## config.mk

```make
export PLATFORM = sky130hd
export DESIGN_NAME = dm_arbiter
export DESIGN_NICKNAME = d
export VERILOG_FILES = /design/src/rtl/dm_arbiter.sv
export SDC_FILE = /design/constraint.sdc
export NUM_CORES = 1
export LEC_CHECK = 0
export ABC_AREA = 1
export CORE_AREA = 2 2 93 95
export CTS_BUF_LIST = sky130_fd_sc_hd__clkbuf_4 sky130_fd_sc_hd__clkbuf_8
export CTS_CLUSTER_DIAMETER = 200
export CTS_CLUSTER_SIZE = 12
export DETAILED_ROUTE_END_ITERATION = 10
export DIE_AREA = 0 0 95 97
export HOLD_SLACK_MARGIN = 0.06
export MAX_ROUTING_LAYER = met4
export PLACE_DENSITY = 0.81
export SYNTH_ARGS = -nofsm -noshare
export SYNTH_HDL_FRONTEND = slang
export SYNTH_SLANG_ARGS = --single-unit
export TNS_END_PERCENT = 5
```

## constraint.sdc

```tcl
create_clock -name clk -period 1.87 [get_ports clk]
set_input_delay 0.187 -clock clk [delete_from_list [all_inputs] [get_ports clk]]
set_output_delay 0.187 -clock clk [all_outputs]
set_load 0.005 [all_outputs]
```

## src/rtl/dm_arbiter.sv

```systemverilog
// dm_arbiter: two-port round-robin arbiter in front of a single-port data memory.
// Each granted access runs IDLE -> ACC -> WAIT -> DONE, so a request sampled in
// IDLE completes with a done pulse three cycles later.
//
// Ports:
//   clk, rst_n               clock, asynchronous active-low reset
//   req0/1, we0/1            per-port request (held until done) and access type (1 = write)
//   addr0/1, wdata0/1        per-port word address and write data
//   gnt0/1, done0/1          per-port one-cycle grant (ACC) and completion (DONE) pulses
//   rdata0/1                 per-port registered read data, valid in the done cycle
//   err                      address-out-of-range flag, valid in the done cycle
//   we_DM, addrDM, dataDM    data-memory write enable, address, write data
//   outDM                    data-memory read data (registered by the memory)
//
// state | meaning
// IDLE  | waiting for a request; addrDM/dataDM hold the last access
// ACC   | memory access cycle; gnt pulse; write strobe for an in-range write
// WAIT  | memory read data presented on outDM; captured into rdata at exit
// DONE  | done pulse and err flag for the selected port
module dm_arbiter #(
  parameter logic [15:0] ADDR_MAX = 16'd1023
) (
  input  logic        clk,
  input  logic        rst_n,
  input  logic        req0,
  input  logic        req1,
  input  logic        we0,
  input  logic        we1,
  input  logic [15:0] addr0,
  input  logic [15:0] addr1,
  input  logic [15:0] wdata0,
  input  logic [15:0] wdata1,
  output logic        gnt0,
  output logic        gnt1,
  output logic        done0,
  output logic        done1,
  output logic [15:0] rdata0,
  output logic [15:0] rdata1,
  output logic        err,
  output logic        we_DM,
  output logic [15:0] addrDM,
  output logic [15:0] dataDM,
  input  logic [15:0] outDM
);

  typedef enum logic [1:0] {IDLE, ACC, WAIT, DONE} state_t;

  state_t      state, state_nxt;
  logic        sel_q;      // port index of the transaction in flight
  logic        last_q;     // port index granted most recently
  logic        we_q;
  logic [15:0] addr_q;
  logic [15:0] wdata_q;
  logic        sel_nxt;
  logic        start;
  logic        oor;

  assign oor   = (addr_q > ADDR_MAX);
  assign start = (state == IDLE) && (req0 || req1);

  // With both ports requesting, the one not granted last wins.
  always_comb begin
    sel_nxt = 1'b0;
    if (req0 && req1) sel_nxt = ~last_q;
    else if (req1)    sel_nxt = 1'b1;
  end

  always_ff @(posedge clk or negedge rst_n) begin
    if (!rst_n) state <= IDLE;
    else        state <= state_nxt;
  end

  always_comb begin
    state_nxt = state;
    case (state)
      IDLE:    if (req0 || req1) state_nxt = ACC;
      ACC:     state_nxt = WAIT;
      WAIT:    state_nxt = DONE;
      DONE:    state_nxt = IDLE;
      default: state_nxt = IDLE;
    endcase
  end

  // Transaction capture; addr_q/wdata_q drive the memory bus directly and so
  // hold their values through IDLE until the next grant.
  always_ff @(posedge clk or negedge rst_n) begin
    if (!rst_n) begin
      sel_q   <= 1'b0;
      last_q  <= 1'b1;
      we_q    <= 1'b0;
      addr_q  <= '0;
      wdata_q <= '0;
    end else if (start) begin
      sel_q   <= sel_nxt;
      last_q  <= sel_nxt;
      we_q    <= sel_nxt ? we1    : we0;
      addr_q  <= sel_nxt ? addr1  : addr0;
      wdata_q <= sel_nxt ? wdata1 : wdata0;
    end
  end

  // Out-of-range reads return zero instead of whatever the memory produced.
  always_ff @(posedge clk or negedge rst_n) begin
    if (!rst_n) begin
      rdata0 <= '0;
      rdata1 <= '0;
    end else if (state == WAIT && !we_q) begin
      if (sel_q) rdata1 <= oor ? 16'h0000 : outDM;
      else       rdata0 <= oor ? 16'h0000 : outDM;
    end
  end

  // Strobes decode from the state register so an asynchronous reset removes
  // them at once.
  always_comb begin
    gnt0  = 1'b0;
    gnt1  = 1'b0;
    done0 = 1'b0;
    done1 = 1'b0;
    err   = 1'b0;
    we_DM = 1'b0;
    case (state)
      ACC: begin
        gnt0  = ~sel_q;
        gnt1  = sel_q;
        we_DM = we_q && !oor;
      end
      DONE: begin
        done0 = ~sel_q;
        done1 = sel_q;
        err   = oor;
      end
      default: ;
    endcase
  end

  assign addrDM = addr_q;
  assign dataDM = wdata_q;

endmodule

```

==> metrics.md, run 1 <==
| Metric | Value |
|---|---|
| Initial core utilization | `0.424` |
| Post-synthesis compound-gate area fraction | `0.0105` |
| Crit-path max FO | `3` |
| Worst-skew pair later-pin latency | `330 ps` |
| Min Tclk post-route | `1780 ps` |
| Clock sinks | `69` |
| Min Hold Slack | `417 ps` |
| Worst Tran Pin Value | `583 ps` |
| Synth Area in Simple Gates | `0.379` |
| Final design instance area without fill | `5270 um2` |
| Clk pin slew, worst setup/hold paths | `80 ps` |
| Layout Skew | `14.5 ps` |
| Detailed Routing Iterations Pass 1 | `4` |
| DR WL/cell | `13.3 um` |
| Yosys cell types | `21` |
| ANT nets after route | `0` |
| Post-Route WL | `9.29 mm` |
| Pin count of the biggest net entering global routing | `70` |
| Tightest Hold Check Type | `in2async` |
| Die ar. | `9220 um2` |
| Seq/Total Area, Yosys | `0.501` |
| Largest family of logic cells by synthesized area | `simple AND/OR/NAND/NOR gates` |
| Critical R2R Launch | `state[0]` |
| Core footprint | `8130 um2` |
| Setup TNS | `0 ps` |
| Final-report hold violation count | `0` |
| Placed instance area | `5060 um2` |
| Flop-to-flop setup slack | `180 ps` |
| Total track usage | `0.216` |
| Synth Register Bits | `69` |
| Die W | `95 um` |
| Period utilisation layout | `0.952` |
| Crit path capture type | `primary output` |
| Final setup violation count | `0` |
| Fillers | `725` |
| Mapped Nets | `525` |
| GPL Wtd Cong | `0.775` |
| Die Y-Extent | `97 um` |
| Vias in the first global route | `3253` |
| Status | `finished clean` |
| Fmax achieved | `562 MHz` |
| Leakage | `2.68 nW` |
| Mean number of vias per cell | `4.84` |
| Cell Rows | `33` |
| Drt drc | `0` |
| Max-Slew Margin vs Limit | `0.611` |
| Data arrival time of the worst path | `1590 ps` |
| Port bufs | `155` |
| CTS Buf Count | `9` |
| RR Endpoint | `dataDM[13]` |
| Critical Path Source Type | `register` |
| Diodes inserted | `0` |
| CTS root buffer | `clkbuf_8` |
| Adder-Cell Fraction of Synth Area | `0.0181` |
| R2r worst-path depth | `6` |
| XOR/XNOR share of the synthesized area | `0` |
| Mapped Area | `3450 um2` |
| Mapped Cells | `434` |
| Synthesized area per cell | `7.95 um2` |
| DR vias | `3372` |
| Final Max Slew Viols | `0` |
| First-pass GRT wire length | `15.3 mm` |
| Worst vdd ir | `596 uV` |
| Layout cell share with drive strength beyond 1 | `0.0677` |
| Fin nets | `680` |
| H-tree depth | `3` |
| Max-cap violations | `0` |
| Cell Pwr Density | `1390 nW/um2` |
| Post-synthesis mux area share | `0` |
| Synthesis-to-layout area growth | `52.7%` |
| Worst setup path class | `reg2out` |
| Warnings, synthesis | `0` |
| WP data required | `1680 ps` |
| Io pins | `156` |
| CTS tree | `done` |
| Antenna violations before repair | `0` |
| Unrepaired setup endpoints after global routing | `yes` |
| Initial DRC Count | `116` |
| Gr ovfl total | `0` |
| DP Wirelength | `6.76 mm` |
| Max clock buf depth | `2` |
[stage by stage]
stage	worst slack [ps]	utilization	std cells	total power, mW
2_1_floorplan	480	-	434	4.27
3_3_place_gp	219	0.622	678	6.19
3_5_place_dp	146	0.622	678	6.31
4_1_cts	-3.16	0.645	694	7.37
5_1_grt	-13.6	0.648	696	7.95
6_report	89.2	0.648	696	7.32
[report_power, final]
part           switching [mW]  total [mW]  internal, mW
logic                    1.63        3.61          1.98
registers               0.473        2.72          2.24
clock network           0.502       0.990         0.488
[layout make-up]
| class | count | area (um2) | area share |
|---|---|---|---|
| multi-input combinational | 297 | 1420 | 0.270 |
| clock inverter | 3 | 15.0 | 0.00285 |
| tap | 105 | 131 | 0.0249 |
| inverter | 45 | 171 | 0.0325 |
| sequential | 69 | 1730 | 0.328 |
| timing repair buffer | 167 | 1660 | 0.316 |
| clock buffer | 10 | 138 | 0.0261 |
[what timing repair did]
item,4_1_cts,5_1_grt
hold endpoints to repair,68,0
hold buffers,1,0
setup endpoints to repair,4,2
resized for setup,5,2
pin swaps,0,3
buffers inserted,2,2
[routing by layer]
layer | vias to the layer above | part of all wire | GRT usage
met1 | 1539 | 0.45 | 0.287
li1 | 1658 | - | -
met5 | - | 0 | -
met2 | 169 | 0.47 | 0.337
met4 | 0 | 0.0052 | 0.0635
met3 | 6 | 0.083 | 0.0405
[registers in the layout, indices dropped and copies added (netlist names)]
signal / cells
rdata1: 16
dataDM: 16
rdata0: 16
sel_q: 1
state: 2
last_q: 1
addrDM: 16
we_q: 1
[cell usage in the layout (no fill, tap or decap), types with 4 or more instances in the layout]
| cell type | n |
|---|---|
| inv_2 | 5 |
| clkbuf_8 | 10 |
| o21ai_0 | 4 |
| nand3b_1 | 30 |
| ha_1 | 4 |
| dfrtp_1 | 68 |
| buf_4 | 9 |
| inv_1 | 39 |
| nand3_1 | 66 |
| clkdlybuf4s50_1 | 151 |
| nor2_1 | 6 |
| nand2_1 | 179 |
[cell usage after synthesis]
cell type	instances	area (um2)
buf_1	2	7.51
buf_2	12	60.1
buf_4	2	15.0
buf_6	5	56.3
clkbuf_1	2	7.51
dfrtp_1	68	1700
dfstp_2	1	26.3
ha_1	5	62.6
inv_1	40	150
inv_2	4	15.0
inv_4	1	6.26
nand2_1	179	672
nand2_2	3	18.8
nand3_1	66	330
nand3b_1	30	225
nor2_1	6	22.5
nor2_2	1	6.26
nor2_4	1	11.3
nor2_8	1	20.0
o21ai_0	4	20.0
o21ai_4	1	16.3
[worst max path at each step]
| stage | startpoint | to | slack, ps | cells past startpoint |
|---|---|---|---|---|
| 2_1_floorplan | state[0] | rdata0[10] | 480 | 8 |
| 3_3_place_gp | req1 | addrDM[13] | 220 | 5 |
| 3_5_place_dp | req1 | dataDM[13] | 150 | 5 |
| 4_1_cts | addrDM[14] | err | -3 | 7 |
| 5_1_grt | state[1] | gnt1 | -10 | 5 |
| 6_report | state[0] | done0 | 90 | 4 |
[worst max-delay path, stage by stage, from the launching register on]
cell and delay, ps:
dfrtp_1 420, ha_1 220, inv_1 50, nor2_1 80
clkdlybuf4s50_1 500
[kinds of logic (layout without fill, tap and decap cells)]
group | after synthesis | count (layout)
simple gates | 287 | 287
flops | 69 | 69
buf+inv | 68 | 225
fa+ha+maj | 5 | 5
compound gates | 5 | 5
Note: power is estimated with default switching activity, not from simulation.
==> run 2, diff against run 1 <==
--- a/config.mk
+++ b/config.mk
@@ -15,6 +15,8 @@
 export HOLD_SLACK_MARGIN = 0.06
 export MAX_ROUTING_LAYER = met4
 export PLACE_DENSITY = 0.81
+export SKIP_LAST_GASP = 1
+export SLEW_MARGIN = 30
 export SYNTH_ARGS = -nofsm -noshare
 export SYNTH_HDL_FRONTEND = slang
 export SYNTH_SLANG_ARGS = --single-unit
==> run 2 against run 1 <==
Sequential share of layout area about the same. Maximum frequency is 1.7% lower. Cell count up 0.29%. Combinational power barely moved. Register-to-register slack about the same. Worst setup slack lost 31 ps. Routed wire length barely moved. Clock skew shrank 1.2 ps. Flip-flop and latch count is the same. Die area is the same. Sequential power about the same. Final area is 0.12% higher.
==> metrics.md, run 2 (synthesis results as in run 1) <==
| Metric | Value |
|---|---|
| Status | `finished clean (unchanged)` |
| Max-cap violations | `0 (unchanged)` |
| Min Tclk post-route | `1810 ps (was 1780 ps)` |
| CTS root buffer | `clkbuf_8 (unchanged)` |
| Placed instance area | `5060 um2 (unchanged)` |
| Final Max Slew Viols | `0 (unchanged)` |
| Antenna violations before repair | `0 (unchanged)` |
| Detailed Routing Iterations Pass 1 | `4 (unchanged)` |
| Clk pin slew, worst setup/hold paths | `70 ps (was 80 ps)` |
| Mean number of vias per cell | `4.84 (about the same)` |
| Worst setup path class | `reg2out (unchanged)` |
| CP max-delay cell | `clkdlybuf4s50_1 (unchanged)` |
| Worst vdd ir | `594 uV (was 596 uV)` |
| Post-Route WL | `9.29 mm (about the same)` |
| Gr ovfl total | `0 (unchanged)` |
| Io pins | `156 (unchanged)` |
| Total track usage | `0.216 (about the same)` |
| Most frequent cells in the layout | `nand2_1, clkdlybuf4s50_1, dfrtp_1, nand3_1, inv_1 (unchanged)` |
| Drt drc | `0 (unchanged)` |
| Initial core utilization | `0.424 (unchanged)` |
| Critical Path Source Type | `register (unchanged)` |
| Fin nets | `682 (was 680)` |
| Largest stage delay on the critical path | `520 ps (was 500 ps)` |
| Tightest Hold Check Type | `in2async (unchanged)` |
| Die Y-Extent | `97 um (unchanged)` |
| Worst Tran Pin Value | `580 ps (was 583 ps)` |
| Final-report hold violation count | `0 (unchanged)` |
| Data arrival time of the worst path | `1620 ps (was 1590 ps)` |
| Most common cell after layout, fill and taps aside | `nand2_1 (unchanged)` |
| Max clock buf depth | `2 (unchanged)` |
| CTS tree | `done (unchanged)` |
| Fillers | `727 (was 725)` |
| Post-place setup slack | `146 ps (unchanged)` |
| Vias in the first global route | `3253 (unchanged)` |
| Reg area | `1730 um2 (unchanged)` |
| Layout cell share with drive strength beyond 1 | `0.0708 (was 0.0677)` |
| Unrepaired setup endpoints after global routing | `yes (unchanged)` |
| Layout Skew | `13.3 ps (was 14.5 ps)` |
| Overall Power | `7.34 mW (was 7.32 mW)` |
| Final design instance area without fill | `5280 um2 (was 5270 um2)` |
| Die ar. | `9220 um2 (unchanged)` |
| Cell Pwr Density | `1390 nW/um2 (about the same)` |
| Pin count of the biggest net entering global routing | `70 (unchanged)` |
| GPL Wtd Cong | `0.775 (unchanged)` |
| Port bufs | `155 (unchanged)` |
| DP Wirelength | `6.76 mm (unchanged)` |
| Synthesis-to-layout area growth | `52.9% (was 52.7%)` |
| DR WL/cell | `13.3 um (about the same)` |
| Cell Rows | `33 (unchanged)` |
| Clock sinks | `69 (unchanged)` |
| Crit-path max FO | `3 (unchanged)` |
| Area occupied by multi-input gates | `1410 um2 (was 1420 um2)` |
| Crit path buf inv count | `3 (was 2)` |
| DR vias | `3377 (was 3372)` |
| Critical path, cell by cell | `inv_2, ha_2, inv_1, nor2_1, clkdlybuf4s50_1 (was ha_1, inv_1, nor2_1, clkdlybuf4s50_1)` |
| Min Hold Slack | `416 ps (was 417 ps)` |
| Worst-skew pair later-pin latency | `330 ps (about the same)` |
| Final setup margin | `58.6 ps (was 89.2 ps)` |
| Crit path capture type | `primary output (unchanged)` |
| Core footprint | `8130 um2 (unchanged)` |
| Die W | `95 um (unchanged)` |
| H-tree depth | `3 (unchanged)` |
| WP data required | `1680 ps (about the same)` |
| Max-Slew Margin vs Limit | `0.613 (was 0.611)` |
| Period utilisation layout | `0.969 (was 0.952)` |
| Leakage | `2.68 nW (about the same)` |
| Initial DRC Count | `109 (was 116)` |
| Final setup violation count | `0 (unchanged)` |
| First-pass GRT wire length | `15.3 mm (about the same)` |
| Fmax achieved | `552 MHz (was 562 MHz)` |
| CTS Buf Count | `9 (unchanged)` |
| Diodes inserted | `0 (unchanged)` |
| Crit-path leading delay family | `buffers and inverters (unchanged)` |
| ANT nets after route | `0 (unchanged)` |
## run 2: cell count changes in the layout (fill, tap and decap cells not counted)
cell             delta
dlygate4sd2_1       -1
ha_2                +1
clkdlybuf4s50_1     +1
buf_4               +2
ha_4                -1
## run 2: per-layer routing
layer	up-vias	global-route usage	part of all wire
li1	1663	-	-
met1	1544	0.287	0.45
met2	159	0.337	0.46
met3	11	0.0405	0.081
met4	0	0.0635	0.0094
met5	-	-	0
## run 2: final cells by class
| class | instances | area share |
|---|---|---|
| Inverter | 45 | 0.0325 |
| Timing Repair Buffer | 169 | 0.318 |
| Multi-Input combinational cell | 297 | 0.268 |
| Tap cell | 105 | 0.0249 |
| Clock inverter | 3 | 0.00285 |
| Clock buffer | 10 | 0.0261 |
| Sequential cell | 69 | 0.327 |
## run 2: worst paths after layout
path                            slack, ps         end  cells past startpoint  startpoint
worst max-delay path                   60        gnt0                      5    state[1]
worst min-delay path                  420   rdata1[3]                      3       rst_n
worst max register to register        190  dataDM[13]                      7    state[1]
worst min register to register        480   rdata1[8]                      2   rdata1[8]
max in group asynchronous            1130      last_q                      3       rst_n
min in group clk                      440   rdata1[5]                      3    outDM[5]
## run 2: power by group
part / internal (mW) / switching (mW)
Combinational: 2.01 / 1.63
Sequential: 2.24 / 0.468
Clock: 0.488 / 0.501
## run 2: stage by stage
stage               utilization  setup TNS, ps  cells
floorplan                     -              0    434
global placement          0.622              0    678
detailed placement        0.622              0    678
CTS                       0.645          -73.2    694
global route              0.649          -24.0    698
finish                    0.649              0    698
## run 2: tightest hold or removal path, delay by kind of cell
kind	cells	cell delay [ps]
buf+inv	3	960
## run 2: what timing repair did
item	CTS	global route
buffers inserted	2	4
hold endpoints to repair	68	0
endpoints found under the setup margin	4	3
resized for setup	3	2
hold buffers	1	0
pin swaps	0	3
gates cloned	0	0
